### config.mk
export PLATFORM = sky130hd
export DESIGN_NAME = hvmux_seq_flat
export DESIGN_NICKNAME = d
export VERILOG_FILES = /design/src/rtl/hvmux_seq_if.sv /design/src/rtl/hvmux_seq.sv /design/src/flat_wrapper.sv
export SDC_FILE = /design/constraint.sdc
export NUM_CORES = 1
export LEC_CHECK = 0
export BUFFER_PORTS_ARGS = -buffer_cell sky130_fd_sc_hd__buf_2
export CORE_MARGIN = 1.5
export CORE_UTILIZATION = 55
export DETAILED_ROUTE_END_ITERATION = 10
export PLACE_DENSITY_LB_ADDON = 0.05
export REMOVE_ABC_BUFFERS = 1
export SLEW_MARGIN = 25
export SYNTH_ARGS = -nofsm -noshare
export SYNTH_HDL_FRONTEND = slang
export SYNTH_SLANG_ARGS = --single-unit
### constraint.sdc
create_clock -name clk -period 1.93 [get_ports clk]
set_input_delay 0.0965 -clock clk [delete_from_list [all_inputs] [get_ports clk]]
set_output_delay 0.0965 -clock clk [all_outputs]
set_load 0.005 [all_outputs]
### src/rtl/hvmux_seq_if.sv
// Bundle between the acquisition FSM / register file, hvmux_seq and hvmuxctl.
// master drives config, control pulses and the mux busy flag; slave is the sequencer.
interface hvmux_seq_if #(
  parameter int SWITCH_N = 16,
  parameter int DEPTH    = 16
);
  localparam int AW = $clog2(DEPTH);

  logic                cfg_wr;
  logic [AW-1:0]       cfg_addr;
  logic [SWITCH_N-1:0] cfg_data;
  logic [AW-1:0]       seq_last;
  logic                seq_loop;
  logic                start;
  logic                stop;
  logic                trig;
  logic [SWITCH_N-1:0] hv_din;
  logic                hv_dvalid;
  logic                hv_busy;
  logic                ready;
  logic [AW-1:0]       idx;
  logic                active;
  logic                done;
  logic                overrun;

  modport master (
    output cfg_wr, cfg_addr, cfg_data, seq_last, seq_loop, start, stop, trig, hv_busy,
    input  hv_din, hv_dvalid, ready, idx, active, done, overrun
  );

  modport slave (
    input  cfg_wr, cfg_addr, cfg_data, seq_last, seq_loop, start, stop, trig, hv_busy,
    output hv_din, hv_dvalid, ready, idx, active, done, overrun
  );
endinterface

### src/rtl/hvmux_seq.sv
// Steps hvmuxctl through a table of switch patterns, one pattern per acquisition shot.
// Every started SPI load is allowed to finish before the sequencer goes idle.
module hvmux_seq #(
  parameter int SWITCH_N  = 16,
  parameter int DEPTH     = 16,
  parameter int GUARD_CYC = 2
) (
  input  logic        clk,
  input  logic        rst_n,
  hvmux_seq_if.slave  bus
);
  localparam int AW = $clog2(DEPTH);
  localparam int GW = (GUARD_CYC > 1) ? $clog2(GUARD_CYC) : 1;

  typedef enum logic [2:0] {
    S_IDLE, S_FETCH, S_SEND, S_GUARD, S_WAIT, S_ARMED
  } state_t;

  state_t              r_state;
  logic [SWITCH_N-1:0] r_mem [DEPTH];
  logic [AW-1:0]       r_idx;
  logic [AW-1:0]       r_last;
  logic                r_loop;
  logic                r_stop_pend;
  logic [GW-1:0]       r_gcnt;
  logic [SWITCH_N-1:0] r_din;
  logic                r_dvalid;
  logic                r_ready;
  logic                r_active;
  logic                r_done;
  logic                r_overrun;

  logic w_xfer;
  logic w_wrap;
  logic w_to_idle;

  // Pattern table has no reset; a read in the same cycle as a write sees the old word.
  always_ff @(posedge clk) begin
    if (bus.cfg_wr) r_mem[bus.cfg_addr] <= bus.cfg_data;
  end

  always_comb begin
    w_xfer    = (r_state == S_FETCH) || (r_state == S_SEND) ||
                (r_state == S_GUARD) || (r_state == S_WAIT);
    w_wrap    = (r_idx == r_last);
    w_to_idle = 1'b0;
    if (r_state == S_WAIT && !bus.hv_busy && (r_stop_pend || bus.stop))
      w_to_idle = 1'b1;
    // stop beats trig when both land in the same armed cycle
    if (r_state == S_ARMED && (bus.stop || (bus.trig && w_wrap && !r_loop)))
      w_to_idle = 1'b1;
  end

  always_ff @(posedge clk or negedge rst_n) begin
    if (!rst_n) begin
      r_state     <= S_IDLE;
      r_idx       <= '0;
      r_last      <= '0;
      r_loop      <= 1'b0;
      r_stop_pend <= 1'b0;
      r_gcnt      <= '0;
      r_din       <= '0;
      r_dvalid    <= 1'b0;
      r_ready     <= 1'b0;
      r_active    <= 1'b0;
      r_done      <= 1'b0;
      r_overrun   <= 1'b0;
    end else begin
      r_dvalid <= 1'b0;
      r_done   <= 1'b0;
      if (w_xfer && bus.trig) r_overrun   <= 1'b1;
      if (w_xfer && bus.stop) r_stop_pend <= 1'b1;

      if (w_to_idle) begin
        r_state     <= S_IDLE;
        r_done      <= 1'b1;
        r_active    <= 1'b0;
        r_ready     <= 1'b0;
        r_idx       <= '0;
        r_stop_pend <= 1'b0;
      end else begin
        case (r_state)
          S_IDLE: begin
            if (bus.start) begin
              r_idx       <= '0;
              r_last      <= bus.seq_last;
              r_loop      <= bus.seq_loop;
              r_overrun   <= 1'b0;
              r_stop_pend <= 1'b0;
              r_active    <= 1'b1;
              r_state     <= S_FETCH;
            end
          end
          // hv_din is the table's read register, so the load pulse lines up with it
          S_FETCH: begin
            r_din    <= r_mem[r_idx];
            r_dvalid <= 1'b1;
            r_state  <= S_SEND;
          end
          S_SEND: begin
            r_gcnt  <= GW'(GUARD_CYC - 1);
            r_state <= S_GUARD;
          end
          // hvmuxctl may not have raised busy yet right after the load pulse
          S_GUARD: begin
            if (r_gcnt == '0) r_state <= S_WAIT;
            else              r_gcnt  <= r_gcnt - 1'b1;
          end
          S_WAIT: begin
            if (!bus.hv_busy) begin
              r_ready <= 1'b1;
              r_state <= S_ARMED;
            end
          end
          S_ARMED: begin
            if (bus.trig) begin
              r_ready <= 1'b0;
              r_idx   <= w_wrap ? '0 : r_idx + AW'(1);
              r_state <= S_FETCH;
            end
          end
          default: r_state <= S_IDLE;
        endcase
      end
    end
  end

  assign bus.hv_din    = r_din;
  assign bus.hv_dvalid = r_dvalid;
  assign bus.ready     = r_ready;
  assign bus.idx       = r_idx;
  assign bus.active    = r_active;
  assign bus.done      = r_done;
  assign bus.overrun   = r_overrun;
endmodule

### src/flat_wrapper.sv
// flat-port wrapper written by rule: the top's interface ports become plain ports
module hvmux_seq_flat 
#(
  parameter int SWITCH_N  = 16,
  parameter int DEPTH     = 16,
  parameter int GUARD_CYC = 2
)
  (clk, rst_n, bus_cfg_wr, bus_cfg_addr, bus_cfg_data, bus_seq_last, bus_seq_loop, bus_start, bus_stop, bus_trig, bus_hv_busy, bus_hv_din, bus_hv_dvalid, bus_ready, bus_idx, bus_active, bus_done, bus_overrun);
  hvmux_seq_if #(.SWITCH_N(SWITCH_N), .DEPTH(DEPTH)) bus_i ();
  input  logic clk;
  input  logic rst_n;
  input wire logic [$bits(bus_i.cfg_wr)-1:0] bus_cfg_wr;
  input wire logic [$bits(bus_i.cfg_addr)-1:0] bus_cfg_addr;
  input wire logic [$bits(bus_i.cfg_data)-1:0] bus_cfg_data;
  input wire logic [$bits(bus_i.seq_last)-1:0] bus_seq_last;
  input wire logic [$bits(bus_i.seq_loop)-1:0] bus_seq_loop;
  input wire logic [$bits(bus_i.start)-1:0] bus_start;
  input wire logic [$bits(bus_i.stop)-1:0] bus_stop;
  input wire logic [$bits(bus_i.trig)-1:0] bus_trig;
  input wire logic [$bits(bus_i.hv_busy)-1:0] bus_hv_busy;
  output wire logic [$bits(bus_i.hv_din)-1:0] bus_hv_din;
  output wire logic [$bits(bus_i.hv_dvalid)-1:0] bus_hv_dvalid;
  output wire logic [$bits(bus_i.ready)-1:0] bus_ready;
  output wire logic [$bits(bus_i.idx)-1:0] bus_idx;
  output wire logic [$bits(bus_i.active)-1:0] bus_active;
  output wire logic [$bits(bus_i.done)-1:0] bus_done;
  output wire logic [$bits(bus_i.overrun)-1:0] bus_overrun;
  assign bus_i.cfg_wr = bus_cfg_wr;
  assign bus_i.cfg_addr = bus_cfg_addr;
  assign bus_i.cfg_data = bus_cfg_data;
  assign bus_i.seq_last = bus_seq_last;
  assign bus_i.seq_loop = bus_seq_loop;
  assign bus_i.start = bus_start;
  assign bus_i.stop = bus_stop;
  assign bus_i.trig = bus_trig;
  assign bus_i.hv_busy = bus_hv_busy;
  assign bus_hv_din = bus_i.hv_din;
  assign bus_hv_dvalid = bus_i.hv_dvalid;
  assign bus_ready = bus_i.ready;
  assign bus_idx = bus_i.idx;
  assign bus_active = bus_i.active;
  assign bus_done = bus_i.done;
  assign bus_overrun = bus_i.overrun;
  hvmux_seq #(.SWITCH_N(SWITCH_N), .DEPTH(DEPTH), .GUARD_CYC(GUARD_CYC)) u_core (.clk(clk), .rst_n(rst_n), .bus(bus_i));
endmodule
==> summary.md, run 1 <==
| Metric | Value |
|---|---|
| Status | `completed` |
| Crit path kind | `reg -> reg` |
| Root Driver | `clkbuf_16` |
| Post-synth EDFFs | `256` |
| Worst setup EP type | `flip-flop` |
| Yosys reg bits | `291` |
| Unrepaired setup endpoints after global routing | `true` |
| Relative slew slack | `0.494` |
| Wire per inst | `23.6 um` |
| Worst min-delay path category | `in -> async` |
| Final Hold Fails | `0` |
| HPWL after DPL | `13500 um` |
| CP max FO | `14` |
| Die width | `147 um` |
| VDD IR max | `936 uV` |
| Pin count of the biggest net entering global routing | `38` |
| Layout area overhead | `20.5%` |
| Mapped Avg Cell Area | `20.9 um2` |
| Fraction of layout cells with a size suffix above 1 | `0.365` |
| DIE AREA | `0.0215 mm2` |
| Count of cell types in the netlist | `46` |
| Final setup vio count | `0` |
| Ys Warns | `0` |
| Nets | `711` |
| Total power per unit cell area | `1210 mW/mm2` |
| H-Tree Level Count | `1` |
| First-iteration detailed-routing DRC count | `374` |
| Drt first pass iters | `4` |
| Global-route wire length before repair | `35700 um` |
| Worst-margin pin slew | `0.760 ns` |
| # rows | `52` |
| Max Clock Skew | `0.0132 ns` |
| Initial core utilization | `0.561` |
| Seq/Total Area, Yosys | `0.754` |
| Fin cells | `972` |
| Top_reg_cell synth | `edfxtp_1` |
| Via density | `5.76` |
| CP required | `2.33 ns` |
| Total of max-cap violations | `0` |
| Vias in the first global route | `6104` |
| Reg2Reg Setup Slack | `0.07 ns` |
| Fmax | `538 MHz` |
| Setup ws final | `0.0712 ns` |
| Fin crit share | `0.963` |
| CTS tree | `yes` |
| Fin util | `0.676` |
| Final min period | `1.86 ns` |
| Initial antenna violation count | `0` |
| Most common cell after layout, fill and taps aside | `edfxtp_1` |
| Most frequent cells in the layout | `256 x edfxtp_1, 64 x mux4_2, 56 x buf_2` |
| Fillers | `1329` |
| Gpl congestion | `0.773` |
| Netlist area before placement | `0.0114 mm2` |
| P_leak | `0.00457 uW` |
| Maximum clock path buffer count | `3` |
| CTS Buf Count | `30` |
| Clock Latency Late Sink | `0.54 ns` |
| Total gr overflow | `0` |
| Clock-pin slew on the worst setup and hold paths | `0.06 ns` |
| Gr usage total | `0.226` |
| DRT Wirelength | `23000 um` |
| Synth Instances | `543` |
| # IOs | `57` |
| Pre-CTS setup slack | `0.0984 ns` |
| Core Area | `0.0202 mm2` |
| Asr flop ratio synth | `0.120` |
| Die Ht | `147 um` |
| Clock sink count | `291` |
| ANT nets after route | `0` |
| Worst setup SP type | `flip-flop` |
| DRC viols | `0` |
| Buffers on Ports | `56` |
| CP arrival | `2.26 ns` |
| N_diodes | `0` |
| Pins Over Slew Limit | `0` |
| Placed cell count | `880` |
| Vias | `5599` |
kinds of logic after synthesis:
| family | Yosys count | share of synthesized area |
|---|---|---|
| mux | 102 | 0.161 |
| fa+ha+maj | 1 | 0.00110 |
| flops | 291 | 0.754 |
| buf+inv | 31 | 0.0172 |
| compound gates | 60 | 0.0380 |
| simple gates | 54 | 0.0251 |
| xor+xnor | 4 | 0.00309 |
through the flow:
step	TNS [ns]	hold WS (ns)	total power, uW	cell area [um2]
2_1_floorplan	-47.29	-0.199	9840	11200
3_3_place_gp	0	0.202	10400	12200
3_5_place_dp	0	0.212	10500	12200
4_1_cts	0	0.146	16600	13600
5_1_grt	-0.0774	0.181	17300	13700
6_report	0	0.164	16600	13700
path summary, 6_finish.rpt:
| check | start | to | cells past startpoint |
|---|---|---|---|
| setup / recovery | u_core.bus.idx[0]$_DFFE_PN0P_ | u_core.bus.hv_din[15]$_DFFE_PN0P_ | 6 |
| hold / removal | rst_n | u_core.bus.overrun$_DFF_PN0_ | 2 |
| setup reg to reg | u_core.bus.idx[0]$_DFFE_PN0P_ | u_core.bus.hv_din[15]$_DFFE_PN0P_ | 6 |
| hold reg to reg | u_core.r_gcnt$_DFFE_PN0P_ | u_core.r_gcnt$_DFFE_PN0P_ | 2 |
| max in group asynchronous | rst_n | u_core.bus.hv_din[1]$_DFFE_PN0P_ | 3 |
| min in group clk | bus_cfg_addr[1] | u_core.r_mem[0][10]$_DFFE_PP_ | 3 |
Yosys cell counts (2+ instances only):
cell type	count	area, um2
nand3b_1	5	37.5
dfrtp_1	35	876
mux2_2	6	67.6
buf_2	13	65.1
o21ai_1	11	55.1
nand2_1	7	26.3
buf_4	4	30.0
o211ai_1	2	15.0
a2bb2oi_1	16	140
clkbuf_1	5	18.8
a21oi_1	5	25.0
o21ai_0	11	55.1
nor3_1	5	25.0
buf_12	2	40.0
or3b_2	2	17.5
mux4_2	64	1440
nor2_1	19	71.3
buf_6	2	22.5
mux2i_1	32	320
edfxtp_1	256	7690
or3b_1	2	17.5
nand2b_1	6	37.5
a31oi_1	5	31.3
xnor2_1	4	35.0
inv_1	2	7.51
buf_1	2	7.51
sequential cells by signal, indices dropped and copies added (netlist names):
name and cells:
u_core.bus.hv_din 16, u_core.bus.idx 4, u_core.r_mem 256, u_core.r_stop_pend 1, u_core.bus.overrun 1, u_core.r_state 3
u_core.bus.done 1, u_core.r_loop 1, u_core.r_last 4, u_core.r_gcnt 1, u_core.bus.active 1, u_core.bus.ready 1
u_core.bus.hv_dvalid 1
power by group:
group	total, uW	internal (uW)	leakage (uW)	switching (uW)
combinational	2940	1570	0.00131	1370
clock	6020	3710	0.000518	2300
sequential	7620	7290	0.00274	323
final cells by class:
cell class / count / area [um2] / share of cell area
sequential: 291 / 8570 / 0.627
multi-input combinational: 221 / 2670 / 0.195
timing repair buffer: 131 / 1020 / 0.0748
clock buffer: 36 / 825 / 0.0603
tap: 270 / 338 / 0.0247
clock inverter: 20 / 241 / 0.0177
inverter: 3 / 11.3 / 0.000823
critical path, cell delays in order (launching register included):
cell	delay [ns]
dfrtp_4	0.49
buf_12	0.18
buf_4	0.13
mux4_2	0.48
mux2i_1	0.18
a2bb2oi_1	0.17
o21ai_0	0.09
metal layers:
layer | part of all wire | GRT usage | wire length [um] | vias to the layer above
met4 | 0.021 | 0.0677 | 473 | 0
met5 | 0 | 0 | 0 | -
li1 | - | - | - | 2519
met2 | 0.49 | 0.368 | 11300 | 193
met3 | 0.063 | 0.0331 | 1440 | 35
met1 | 0.43 | 0.321 | 9810 | 2852
timing repair:
action	in CTS	in global routing
resized for setup	0	3
hold endpoints to repair	296	0
hold buffers	27	0
setup buffers	0	9
setup endpoints to repair	0	6
Note: power is estimated with default switching activity, not from simulation.
==> run 2, diff against run 1 <==
--- a/config.mk
+++ b/config.mk
@@ -9,7 +9,7 @@
 export CORE_MARGIN = 1.5
 export CORE_UTILIZATION = 55
 export DETAILED_ROUTE_END_ITERATION = 10
-export PLACE_DENSITY_LB_ADDON = 0.05
+export PLACE_DENSITY = 0.73
 export REMOVE_ABC_BUFFERS = 1
 export SLEW_MARGIN = 25
 export SYNTH_ARGS = -nofsm -noshare
==> run 2 against run 1 <==
Effect of this change: clock skew shrank 0.0023 ns; total power shrank 3.8%; largest power group unchanged; worst setup slack lost 0.0054 ns; global-route usage grew 0.62 points; register-to-register slack is essentially flat.
==> summary.md, run 2 (synthesis results as in run 1) <==
| Metric | Value |
|---|---|
| Pint | `12000 uW (was 12600 uW)` |
| HPWL after DPL | `13700 um (was 13500 um)` |
| CP bufs+invs | `2 (unchanged)` |
| Reg-to-Reg End | `u_core.r_state[0]$_DFFE_PN0P_ (was u_core.bus.hv_din[15]$_DFFE_PN0P_)` |
| Status | `completed (unchanged)` |
| Top Family by Delay on Critical Path | `flip-flops (was multiplexers)` |
| Pre-CTS setup slack | `0.0321 ns (was 0.0984 ns)` |
| CP arrival | `2.26 ns (about the same)` |
| # IOs | `57 (unchanged)` |
| Buffers on Ports | `56 (unchanged)` |
| VDD IR max | `763 uV (was 936 uV)` |
| Die Ht | `147 um (unchanged)` |
| Via density | `5.99 (was 5.76)` |
| Comb pwr share | `0.182 (was 0.177)` |
| Placed cell count | `883 (was 880)` |
| Initial antenna violation count | `0 (unchanged)` |
| Critical R2R Launch | `u_core.bus.idx[0]$_DFFE_PN0P_ (unchanged)` |
| CP max FO | `7 (was 14)` |
| Total power | `15900 uW (was 16600 uW)` |
| Hold path startpoint | `bus_cfg_addr[0]` |
| Relative slew slack | `0.482 (was 0.494)` |
| Total power per unit cell area | `1180 mW/mm2 (was 1210 mW/mm2)` |
| Root Driver | `clkbuf_16 (unchanged)` |
| Gr usage total | `0.232 (was 0.226)` |
| DIE AREA | `0.0215 mm2 (unchanged)` |
| Clock sink count | `291 (unchanged)` |
| WHS Endpoint | `u_core.r_mem[0][3]$_DFFE_PP_` |
| Most used routing layer in global routing | `met2 (unchanged)` |
| Worst setup EP type | `flip-flop (unchanged)` |
| CP required | `2.33 ns (about the same)` |
| Gpl congestion | `0.802 (was 0.773)` |
| Reg power frac | `0.479 (was 0.460)` |
| Clock share of power | `0.339 (was 0.363)` |
| CTS Buf Count | `28 (was 30)` |
| Vias in the first global route | `6189 (was 6104)` |
| Unrepaired setup endpoints after global routing | `false (was true)` |
| P_leak | `0.00448 uW (was 0.00457 uW)` |
| CTS tree | `yes (unchanged)` |
| DRT Wirelength | `24100 um (was 23000 um)` |
| NetSw | `3970 uW (was 4000 uW)` |
| Global-route wire length before repair | `36500 um (was 35700 um)` |
| Pin count of the biggest net entering global routing | `37 (was 38)` |
| GR met2 Demand/Resource | `0.378 (was 0.368)` |
| Worst min-delay path category | `in -> reg (was in -> async)` |
| N_diodes | `0 (unchanged)` |
| Fmax | `536 MHz (was 538 MHz)` |
| Fin crit share | `0.966 (was 0.963)` |
| Clock-pin slew on the worst setup and hold paths | `0.06 ns (about the same)` |
| Hold Path Stages | `3` |
| Final Hold Fails | `0 (unchanged)` |
| Fraction of layout cells with a size suffix above 1 | `0.351 (was 0.365)` |
| Worst-path cell chain | `buf_6 -> xnor2_2 -> nand4_1 -> o41ai_4 -> buf_4 -> o21ai_0 (was buf_12 -> buf_4 -> mux4_2 -> mux2i_1 -> a2bb2oi_1 -> o21ai_0)` |
| Area after DPL | `0.0123 mm2 (was 0.0122 mm2)` |
| Sw frac | `0.249 (was 0.241)` |
| Final setup vio count | `0 (unchanged)` |
| Largest reg by FF count | `u_core.r_mem (unchanged)` |
| Most common cell after layout, fill and taps aside | `edfxtp_1 (unchanged)` |
| Most frequent cells in the layout | `256 x edfxtp_1, 64 x mux4_2, 56 x buf_2 (unchanged)` |
| Initial core utilization | `0.561 (unchanged)` |
| Worst-margin pin slew | `0.776 ns (was 0.760 ns)` |
| Maximum clock path buffer count | `3 (unchanged)` |
| Worst r2r path cells | `6 (unchanged)` |
| Total gr overflow | `0 (unchanged)` |
| Vias | `5790 (was 5599)` |
| Worst setup SP type | `flip-flop (unchanged)` |
| Met3 usage | `0.0434 (was 0.0331)` |
| # rows | `52 (unchanged)` |
| Core Area | `0.0202 mm2 (unchanged)` |
| Wire per inst | `25.0 um (was 23.6 um)` |
| Setup ws final | `0.0658 ns (was 0.0712 ns)` |
| Crit path kind | `reg -> reg (unchanged)` |
| Reg2Reg Setup Slack | `0.07 ns (about the same)` |
| Slowest CP cell | `dfrtp_4 (unchanged)` |
| Total of max-cap violations | `0 (unchanged)` |
| Pins Over Slew Limit | `0 (unchanged)` |
| Max Clock Skew | `0.0109 ns (was 0.0132 ns)` |
| Drt first pass iters | `6 (was 4)` |
| Largest stage delay on the critical path | `0.55 ns (was 0.49 ns)` |
| Hold slack | `0.146 ns (was 0.164 ns)` |
| ANT nets after route | `0 (unchanged)` |
| DRC viols | `0 (unchanged)` |
| Largest register FFs | `256 (unchanged)` |
| Final min period | `1.86 ns (about the same)` |
| Nets | `707 (was 711)` |
| Cell area after layout | `0.0135 mm2 (was 0.0137 mm2)` |
| Clock Latency Late Sink | `0.53 ns (was 0.54 ns)` |
| Met1 Use GR | `0.309 (was 0.321)` |
| Die width | `147 um (unchanged)` |
| Fin cells | `966 (was 972)` |
| H-Tree Level Count | `1 (unchanged)` |
| Layout area overhead | `18.9% (was 20.5%)` |
| First-iteration detailed-routing DRC count | `368 (was 374)` |
## run 2: final cells by class
| cell class | instances | area, um2 |
|---|---|---|
| repair buffers | 129 | 997 |
| flip-flops and latches | 291 | 8570 |
| clock inverters | 18 | 176 |
| fillers | 1295 | 6740 |
| well taps | 270 | 338 |
| inverters | 3 | 11.3 |
| multi-input cells | 221 | 2660 |
| clock buffers | 34 | 744 |
## run 2: how the worst max path moves through the flow
stage	depth (start not counted)	slack, ns	end	from
6_report	6	0.07	u_core.r_state[0]$_DFFE_PN0P_	u_core.bus.idx[0]$_DFFE_PN0P_
5_1_grt	6	0.002	u_core.r_state[0]$_DFFE_PN0P_	u_core.bus.idx[0]$_DFFE_PN0P_
4_1_cts	5	0.02	u_core.r_state[0]$_DFFE_PN0P_	u_core.bus.idx[0]$_DFFE_PN0P_
3_5_place_dp	5	0.03	u_core.r_state[0]$_DFFE_PN0P_	u_core.bus.idx[0]$_DFFE_PN0P_
3_3_place_gp	5	0.06	u_core.r_state[0]$_DFFE_PN0P_	u_core.bus.idx[0]$_DFFE_PN0P_
2_1_floorplan	4	-1.90	u_core.bus.idx[3]$_DFFE_PN0P_	u_core.bus.idx[0]$_DFFE_PN0P_
## run 2: per-stage QoR
stage          utilization  TNS (ns)
2_1_floorplan            -    -47.29
3_3_place_gp         0.606         0
3_5_place_dp         0.606         0
4_1_cts              0.664         0
5_1_grt              0.667         0
6_report             0.667         0
## run 2: worst min-delay path: cells and delay by family
kind	cells	cell delay, ns
AND/OR/NAND/NOR	1	0.10
buffers and inverters	2	0.31
## run 2: per-layer routing
layer / vias up / part of all wire / wire [um]
met2: 241 / 0.49 / 11900
met3: 58 / 0.067 / 1610
met1: 2991 / 0.40 / 9640
met4: 0 / 0.039 / 932
li1: 2500 / - / -
met5: - / 0 / 0
## run 2: power by group through the flow
stage / clock (uW) / sequential [uW] / combinational (uW)
after floorplan: 0 / 7990 / 1850
after global placement: 0 / 7730 / 2740
after detailed placement: 0 / 7750 / 2810
after CTS: 5480 / 7630 / 2870
after global routing: 5730 / 7680 / 3160
final: 5400 / 7630 / 2900
## run 2: repair_timing
item / CTS / global route
endpoints found under the setup margin: 0 / 10
hold buffers: 26 / 0
setup buffers: 0 / 5
endpoints found under the hold margin: 294 / 0
gates resized for setup: 0 / 4
==> run 3, diff against run 2 <==
==> constraint.sdc (replaced) <==
create_clock -name clk -period 1.82 [get_ports clk]
set_input_delay 0.455 -clock clk [delete_from_list [all_inputs] [get_ports clk]]
set_output_delay 0.455 -clock clk [all_outputs]
set_load 0.005 [all_outputs]
==> run 3 against run 2 <==
Effect of this change: the flow now finishes with violations (setup timing); sequential share of layout area is essentially flat; clock skew shrank 0.0017 ns; final area is essentially flat; clock-buffer cell count grew 4; worst setup slack lost 0.091 ns; critical path type is now reg -> out; largest power group unchanged.
==> summary.md, run 3 (synthesis results as in run 1) <==
| Metric | Value |
|---|---|
| Status | `complete, but fails checks (was completed)` |
| Violated checks | `setup timing` |
| Met1 Use GR | `0.297 (was 0.309)` |
| CTS Buf Count | `28 (unchanged)` |
| Total of max-cap violations | `0 (unchanged)` |
| Met3 usage | `0.0384 (was 0.0434)` |
| Nets | `696 (was 707)` |
| Max Clock Skew | `0.00924 ns (was 0.0109 ns)` |
| Final min period | `1.85 ns` |
| Via density | `6.04 (was 5.99)` |
| Die Ht | `147 um (unchanged)` |
| DIE AREA | `0.0215 mm2 (unchanged)` |
| Fmax | `542 MHz` |
| Buffers on Ports | `56 (unchanged)` |
| N_diodes | `0 (unchanged)` |
| VDD IR max | `899 uV (was 763 uV)` |
| Setup ws final | `-0.0255 ns (was 0.0658 ns)` |
| # rows | `52 (unchanged)` |
| Gpl congestion | `0.784 (was 0.802)` |
| Relative slew slack | `0.706 (was 0.482)` |
| Fin crit share | `1.01` |
| GR met2 Demand/Resource | `0.387 (was 0.378)` |
| Final setup vio count | `4 (was 0)` |
| # IOs | `57 (unchanged)` |
| CP max FO | `5 (was 7)` |
| Area after DPL | `0.0124 mm2 (was 0.0123 mm2)` |
| Worst-path cell chain | `buf_6 -> buf_2 (was buf_6 -> xnor2_2 -> nand4_1 -> o41ai_4 -> buf_4 -> o21ai_0)` |
| Vias | `5753 (was 5790)` |
| Cell area after layout | `0.0135 mm2 (about the same)` |
| CP arrival | `1.39 ns (was 2.26 ns)` |
| Fin cells | `953 (was 966)` |
| Total gr overflow | `0 (unchanged)` |
| Gr usage total | `0.224 (was 0.232)` |
| Vias in the first global route | `6046 (was 6189)` |
| ANT nets after route | `0 (unchanged)` |
| Pins Over Slew Limit | `0 (unchanged)` |
| Worst min-delay path category | `in -> reg (unchanged)` |
| Worst setup SP type | `flip-flop (unchanged)` |
| Unrepaired setup endpoints after global routing | `true (was false)` |
| Largest register FFs | `256 (unchanged)` |
| Crit path kind | `reg -> out (was reg -> reg)` |
| HPWL after DPL | `13900 um (was 13700 um)` |
| Clock sink count | `291 (unchanged)` |
| DRC viols | `0 (unchanged)` |
| Total power per unit cell area | `1230 mW/mm2 (was 1180 mW/mm2)` |
| H-Tree Level Count | `1 (unchanged)` |
| Largest stage delay on the critical path | `0.54 ns (was 0.55 ns)` |
| Fraction of layout cells with a size suffix above 1 | `0.378 (was 0.351)` |
| Global-route wire length before repair | `35400 um (was 36500 um)` |
| Largest reg by FF count | `u_core.r_mem (unchanged)` |
| Clock Latency Late Sink | `0.54 ns (was 0.53 ns)` |
| Die width | `147 um (unchanged)` |
| Most common cell after layout, fill and taps aside | `edfxtp_1 (unchanged)` |
| Most frequent cells in the layout | `256 x edfxtp_1, 64 x mux4_2, 56 x buf_2 (unchanged)` |
| Pin count of the biggest net entering global routing | `31 (was 37)` |
| Clock-pin slew on the worst setup and hold paths | `0.06 ns (about the same)` |
| First-iteration detailed-routing DRC count | `426 (was 368)` |
| Hold slack | `0.154 ns (was 0.146 ns)` |
| Core Area | `0.0202 mm2 (unchanged)` |
| Layout area overhead | `18.9% (about the same)` |
| P_leak | `0.00449 uW (was 0.00448 uW)` |
| Initial antenna violation count | `0 (unchanged)` |
| DRT Wirelength | `23400 um (was 24100 um)` |
| Drt first pass iters | `5 (was 6)` |
| Worst setup EP type | `primary output (was flip-flop)` |
| Worst-margin pin slew | `0.436 ns (was 0.776 ns)` |
| Top Family by Delay on Critical Path | `flip-flops (unchanged)` |
| Initial core utilization | `0.561 (unchanged)` |
| Root Driver | `clkbuf_16 (unchanged)` |
| Fillers | `1303 (was 1295)` |
| CP required | `1.36 ns (was 2.33 ns)` |
| Placed cell count | `885 (was 883)` |
| Most used routing layer in global routing | `met2 (unchanged)` |
| Maximum clock path buffer count | `3 (unchanged)` |
| Slowest CP cell | `dfrtp_4 (unchanged)` |
| CTS tree | `yes (unchanged)` |
| Wire per inst | `24.6 um (was 25.0 um)` |
| Final Hold Fails | `0 (unchanged)` |
| CP bufs+invs | `2 (unchanged)` |
==> run 3: path summary, 6_finish.rpt <==
check                                         startpoint  depth (start not counted)                                 to  slack, ns
min in group asynchronous                          rst_n                          2       u_core.r_last[3]$_DFFE_PN0P_       0.34
max reg2reg                u_core.bus.idx[0]$_DFFE_PN0P_                          5  u_core.bus.hv_din[10]$_DFFE_PN0P_          0
min reg2reg                u_core.bus.active$_DFFE_PN0P_                          2      u_core.bus.active$_DFFE_PN0P_       0.50
min                                      bus_seq_last[1]                          2       u_core.r_last[1]$_DFFE_PN0P_       0.15
max                        u_core.bus.idx[0]$_DFFE_PN0P_                          2                         bus_idx[0]      -0.03
max in group asynchronous                          rst_n                          3      u_core.r_state[1]$_DFFE_PN0P_       0.89
==> run 3: timing repair <==
action	CTS	global route
pin swaps	1	1
gates cloned	0	2
endpoints found under the hold margin	9	0
setup endpoints to repair	10	22
hold buffers	1	0
buffers inserted	7	8
gates resized for setup	4	6
==> run 3: per-stage QoR <==
stage | power, uW | utilization | setup slack, ns | setup TNS [ns]
CTS | 16600 | 0.661 | -0.0220 | -0.0506
detailed placement | 11200 | 0.615 | -0.0724 | -0.453
global route | 17300 | 0.667 | -0.0809 | -0.575
global placement | 11100 | 0.615 | -0.0123 | -0.0178
finish | 16700 | 0.667 | -0.0255 | -0.0359
floorplan | 10400 | - | -2.01 | -86.99
==> run 3: layout make-up <==
type                       count  area, um2  area share
sequential                   291       8570       0.635
multi-input combinational    221       2680       0.199
timing repair buffer         118       1060      0.0782
clock buffer                  38        779      0.0577
tap                          270        338      0.0250
clock inverter                12       62.6     0.00463
inverter                       3       11.3    0.000834
==> run 3: power breakdown <==
| part | internal [uW] | leakage [uW] | switching (uW) |
|---|---|---|---|
| Sequential | 7740 | 0.00274 | 351 |
| Combinational | 1730 | 0.00133 | 1550 |
| Clock | 2990 | 0.000418 | 2310 |
| Total | 12500 | 0.00449 | 4220 |
==> run 3: per-layer routing <==
metal  vias up  part of all wire
met5         -                 0
met4         0             0.015
met3        34             0.061
met2       201              0.53
met1      3032              0.40
li1       2486                 -
